--- config.mk ---
export PLATFORM = sky130hd
export DESIGN_NAME = conv_mode_ctrl
export DESIGN_NICKNAME = d
export VERILOG_FILES = /design/src/rtl/conv_mode_ctrl.sv
export SDC_FILE = /design/constraint.sdc
export NUM_CORES = 1
export LEC_CHECK = 0
export CORE_MARGIN = 2
export CORE_UTILIZATION = 52
export CTS_BUF_LIST = sky130_fd_sc_hd__clkbuf_4
export DETAILED_ROUTE_END_ITERATION = 8
export MAX_ROUTING_LAYER = met4
export PLACE_DENSITY = 0.91
export SETUP_SLACK_MARGIN = 0.5
export SLEW_MARGIN = 5
export SYNTH_ARGS = -nofsm -noshare
export SYNTH_HDL_FRONTEND = slang
export SYNTH_SLANG_ARGS = --single-unit
--- constraint.sdc ---
create_clock -name clk -period 3.7 [get_ports clk]
set_clock_uncertainty 0.2 [all_clocks]
set_input_delay 1.11 -clock clk [delete_from_list [all_inputs] [get_ports clk]]
set_output_delay 1.11 -clock clk [all_outputs]
set_load 0.05 [all_outputs]
--- src/rtl/conv_mode_ctrl.sv ---
// conv_mode_ctrl: frame-synchronous kernel-bank selection for a 3x3 convolution path.
// Button requests are queued and applied only at a frame boundary, after which the
// datapath is held off for FLUSH_LINES lines while the line buffers refill.
module conv_mode_ctrl #(
  parameter int M           = 320,
  parameter int N           = 240,
  parameter int NUM_MODES   = 4,
  parameter int FLUSH_LINES = 2
) (
  input  logic                         clk,
  input  logic                         rst,
  input  logic [9:0]                   x,
  input  logic [9:0]                   y,
  input  logic                         btn_next,
  input  logic                         btn_bypass,
  output logic [$clog2(NUM_MODES)-1:0] mode,
  output logic                         conv_en,
  output logic                         pix_valid,
  output logic                         frame_start,
  output logic                         pending,
  output logic [7:0]                   frame_cnt
);

  localparam int MODE_W = $clog2(NUM_MODES);
  localparam int LC_W   = $clog2(FLUSH_LINES + 1);

  localparam logic [9:0]        M_L       = 10'(M);
  localparam logic [9:0]        N_L       = 10'(N);
  localparam logic [MODE_W-1:0] LAST_MODE = MODE_W'(NUM_MODES - 1);
  localparam logic [LC_W-1:0]   FL_L      = LC_W'(FLUSH_LINES);

  typedef enum logic [1:0] {RUN, PEND, FLUSH} state_t;

  state_t            state, state_n;
  logic [9:0]        x_q, y_q;
  logic [MODE_W-1:0] mode_n, next_mode, next_mode_n, req_target;
  logic              pend_flag, pend_flag_n;
  logic [LC_W-1:0]   line_cnt, line_cnt_n;
  logic              req, y_step;

  // Wrapping increment through the kernel banks (last bank wraps to bypass).
  function automatic logic [MODE_W-1:0] mode_inc(input logic [MODE_W-1:0] m);
    if (m == LAST_MODE)
      return '0;
    else
      return m + MODE_W'(1);
  endfunction

  assign req = btn_next | btn_bypass;

  // A line step only counts while the previous line was an active one, so the
  // wrap from the last blanking line back to line 0 is never mistaken for a line.
  assign y_step = (y != y_q) && (y_q < N_L);

  // Frame boundary: the scan arrives at the origin; holding there does not re-fire.
  assign frame_start = !rst && (x == '0) && (y == '0) && ((x_q != '0) || (y_q != '0));

  // Stage 0 -> next-state: mode sequencing, request queueing and flush tracking.
  always_comb begin
    state_n     = state;
    mode_n      = mode;
    next_mode_n = next_mode;
    pend_flag_n = pend_flag;
    line_cnt_n  = line_cnt;
    req_target  = '0;
    case (state)
      RUN: begin
        // bypass outranks next when both arrive together
        req_target = btn_bypass ? '0 : mode_inc(mode);
        if (req && (req_target != mode)) begin
          next_mode_n = req_target;
          state_n     = PEND;
        end
      end
      PEND: begin
        req_target = btn_bypass ? '0 : mode_inc(next_mode);
        if (req)
          next_mode_n = req_target;
        // a request landing on the boundary cycle is folded into this switch
        if (frame_start) begin
          mode_n      = next_mode_n;
          line_cnt_n  = '0;
          pend_flag_n = 1'b0;
          state_n     = FLUSH;
        end
      end
      FLUSH: begin
        req_target = btn_bypass ? '0 : mode_inc(next_mode);
        if (req) begin
          next_mode_n = req_target;
          pend_flag_n = 1'b1;
        end
        if (y_step)
          line_cnt_n = line_cnt + LC_W'(1);
        if (line_cnt_n == FL_L) begin
          state_n     = pend_flag_n ? PEND : RUN;
          pend_flag_n = 1'b0;
        end
      end
      default: state_n = RUN;
    endcase
  end

  // Stage 0 -> 1: state, mode and registered outputs; outputs follow the next state
  // so the datapath is gated on the very first pixel of a flush frame.
  always_ff @(posedge clk) begin
    if (rst) begin
      state     <= RUN;
      mode      <= '0;
      next_mode <= '0;
      pend_flag <= 1'b0;
      line_cnt  <= '0;
      conv_en   <= 1'b0;
      pix_valid <= 1'b0;
      pending   <= 1'b0;
      frame_cnt <= 8'd0;
      x_q       <= '0;
      y_q       <= '0;
    end else begin
      state     <= state_n;
      mode      <= mode_n;
      next_mode <= next_mode_n;
      pend_flag <= pend_flag_n;
      line_cnt  <= line_cnt_n;
      conv_en   <= (mode_n != '0) && (state_n != FLUSH);
      pix_valid <= (x < M_L) && (y < N_L) && (state_n != FLUSH);
      pending   <= (state_n == PEND) || ((state_n == FLUSH) && pend_flag_n);
      x_q       <= x;
      y_q       <= y;
      if (frame_start)
        frame_cnt <= frame_cnt + 8'd1;
    end
  end

endmodule

==> results_dict.tcl <==
set metrics [dict create \
    worst_pin_slew_ns 0.627 \
    postSynthNetCount 229 \
    hold_class "flip-flop to flip-flop" \
    cts_buffers 5 \
    pwr-share-comb 0.154 \
    ys.warnings.count 0 \
    slew_headroom 0.578 \
    multiInputGateArea_um2 1080 \
    synthArstFlopShare 0 \
    ff_latch_area_um2 801 \
    ir_drop_mv 0.257 \
    die_h_um 63.5 \
    nets 290 \
    grt_start_max_net_pins 39 \
    drive_gt1_frac 0.221 \
    ys_seq_elements 40 \
    syn_area_um2 1840 \
    p_sw_mw 0.225 \
    post_drt_wl_per_cell_um 15.2 \
    fill_cells 232 \
    core_area_um2 3360 \
    synth-adder-area-share 0.0340 \
    n_antenna_cell 0 \
    crit_chain "clkdlybuf4s15_1, nor4_2, nand4_1, a311oi_4, buf_6, buf_12" \
    worstSetupPathType "input pin to primary output" \
    grt_pass1_wl_um 7220 \
    arrival_ns 2.26 \
    synth_top_family_by_area "simple AND/OR/NAND/NOR gates" \
    worstPathRequired_ns 2.39 \
    syn_to_final_growth_pct 39.3 \
    grt_pass1_vias 1682 \
    fin_tns_setup_ns 0 \
    syn_avg_cell_area_um2 9.21 \
    muxShareOfSynthArea 0.0163 \
    wl_um 4680 \
    max_freq_ghz 0.280 \
    grt_antenna_before_repair 0 \
    p_per_area_nw_per_um2 341 \
    cts.sinks 40 \
    p_total_mw 0.874 \
    dp_hpwl_um 3260 \
    hold_ws_ns 0.305 \
    synth_cells 200 \
    ys.flop_type "dfxtp_1" \
    netSwitchingFraction 0.258 \
    finalHoldViolCount 0 \
    initial_core_util 0.548 \
    drtIter0Drc 114 \
    intPower_mw 0.649 \
    ctsHoldBuffers 0 \
    htreeDepth 2 \
    power_frac_seq 0.523 \
    yosys-top-cells-area "dfxtp_1 43%, xor2_1 7.1%, nor2b_1 6.8%" \
    setup_viol 0 \
    clkPwrFrac 0.324 \
    clock_tree.root_cell "clkbuf_4" \
    num_vias 1737 \
    yosysTopAreaCellShare 0.435 \
    cts_tree "built" \
    io_buffers 37 \
    leakagePower_nw 0.995 \
    crit_slowest_cell "a311oi_4" \
    stdcell_area_um2 2570 \
    min_period_over_period 0.965 \
    synth_top_area_cell "dfxtp_1" \
    clkLatencyLatePin_ns 0.35 \
    placed_area_um2 2430 \
    status "complete, no violations" \
    die_area_um2 4030 \
    grt_overflow 0 \
    synth_xor_xnor_area_share 0.0856 \
    vias_per_cell 5.64 \
    num_rows 21 \
    drc 0 \
    ios 38 \
    critPathLaunchType "input pin" \
    period_minus_slack_ns 3.57 \
    slew_viol_final 0 \
    synth_edf_count 0 \
    maxCapViolCount 0 \
    rsz0062_at_grt "true" \
    ant_nets 0 \
    grt.total_usage 0.237 \
    critPathMaxFanout 2 \
    synth.distinct_cells 44 \
    fp.dieW_um 63.5 \
    dr.pass1.iters 4 \
    end_kind "primary output" \
    clock_tree.buffer_depth 2 \
    path_clk_slew_ns 0.11 \
    synth-compound-area-share 0.150 \
    post-route-util 0.763 \
    yosys.area_share.simple 0.257 \
    cpPeakStageDelay_ns 0.27 \
    yosysSeqAreaShare 0.435 \
    place.gp.congestion 0.862 \
]
repair_timing:
action / in CTS / in global routing
gates cloned: 0 / 0
buffers inserted: 2 / 0
resized for setup: 68 / 13
endpoints found under the setup margin: 5 / 4
pin swaps: 9 / 9
area by class of cell:
type / instances / area share
multi-input cells: 149 / 0.422
clock buffers: 5 / 0.0146
flip-flops and latches: 40 / 0.312
clock inverters: 3 / 0.0166
repair buffers: 58 / 0.202
well taps: 46 / 0.0224
inverters: 7 / 0.0102
final timing paths:
| kind | start | endpoint | slack, ns | cells after the start |
|---|---|---|---|---|
| hold / removal | frame_cnt[7] | frame_cnt[7] | 0.31 | 2 |
| hold reg to reg | frame_cnt[7] | frame_cnt[7] | 0.31 | 2 |
| setup / recovery | y[6] | frame_start | 0.13 | 6 |
| setup reg to reg | y_q[5] | conv_en | 1.20 | 10 |
power groups by stage:
stage | Combinational [mW] | Sequential [mW] | Clock [mW]
after global placement | 0.123 | 0.466 | 0
after CTS | 0.125 | 0.457 | 0.289
after floorplan | 0.0612 | 0.469 | 0
after detailed placement | 0.127 | 0.466 | 0
final | 0.134 | 0.457 | 0.283
after global routing | 0.145 | 0.459 | 0.305
synth_stat cells (2+ instances only):
| library cell | number |
|---|---|
| nand2_1 | 11 |
| nor3_1 | 3 |
| clkbuf_1 | 3 |
| o21ai_0 | 12 |
| ha_1 | 5 |
| dfxtp_1 | 40 |
| xor2_1 | 15 |
| a31o_2 | 2 |
| mux2i_1 | 3 |
| a31oi_1 | 2 |
| nor4_1 | 10 |
| a21oi_1 | 5 |
| nand4_1 | 6 |
| xnor2_1 | 3 |
| o21a_1 | 2 |
| inv_1 | 7 |
| nand3_1 | 2 |
| nor2_1 | 19 |
| or3_1 | 4 |
| nor2b_1 | 20 |
| and3_1 | 3 |
per-layer routing:
layer / part of all wire / vias up / GRT usage
met5: 0 / - / -
li1: - / 840 / -
met2: 0.53 / 47 / 0.403
met1: 0.42 / 837 / 0.258
met4: 0.022 / 0 / 0.0951
met3: 0.035 / 13 / 0.0696
per-stage QoR:
| stage | worst slack, ns | instances |
|---|---|---|
| 2_1_floorplan | 0.106 | 200 |
| 3_3_place_gp | -0.230 | 298 |
| 3_5_place_dp | -0.255 | 298 |
| 4_1_cts | 0.113 | 308 |
| 5_1_grt | 0.0816 | 308 |
| 6_report | 0.130 | 308 |
flip-flops by register name (all words and copies together), names as in the netlist, 2 cells and up:
register,cells
y_q,10
line_cnt,2
state,2
mode,2
next_mode,2
frame_cnt,8
x_q,10
cell usage in the layout (no fill, tap or decap), drive strengths merged, types with 2 or more instances in the layout:
| cell | synthesis | final |
|---|---|---|
| clkdlybuf4s15 | 0 | 6 |
| o21ai | 12 | 12 |
| dfxtp | 40 | 40 |
| a31o | 2 | 2 |
| xor2 | 15 | 15 |
| and2 | 2 | 2 |
| a21oi | 5 | 5 |
| inv | 7 | 7 |
| ha | 5 | 5 |
| o21a | 2 | 2 |
| nor2 | 19 | 19 |
| or3 | 4 | 4 |
| dlygate4sd2 | 0 | 3 |
| nor4 | 11 | 11 |
| clkbuf | 3 | 8 |
| clkdlybuf4s50 | 0 | 15 |
| mux2i | 3 | 3 |
| nand3 | 2 | 2 |
| a31oi | 2 | 2 |
| xnor2 | 3 | 3 |
| nor2b | 20 | 20 |
| nand4 | 6 | 6 |
| nand2 | 11 | 11 |
| nor3 | 3 | 3 |
| buf | 1 | 31 |
| or2 | 2 | 2 |
| and3 | 3 | 3 |
critical path, delay by kind of cell:
| kind | cells | cell delay, ns |
|---|---|---|
| AND/OR/NAND/NOR | 2 | 0.38 |
| buffers and inverters | 3 | 0.49 |
| AO/OA/AOI/OAI | 1 | 0.27 |
cells by family after synthesis:
family          after synthesis
simple gates                 86
flops                        40
compound gates               37
xor+xnor                     18
buf+inv                      11
fa+ha+maj                     5
mux                           3
Note: power is estimated with default switching activity, not from simulation.
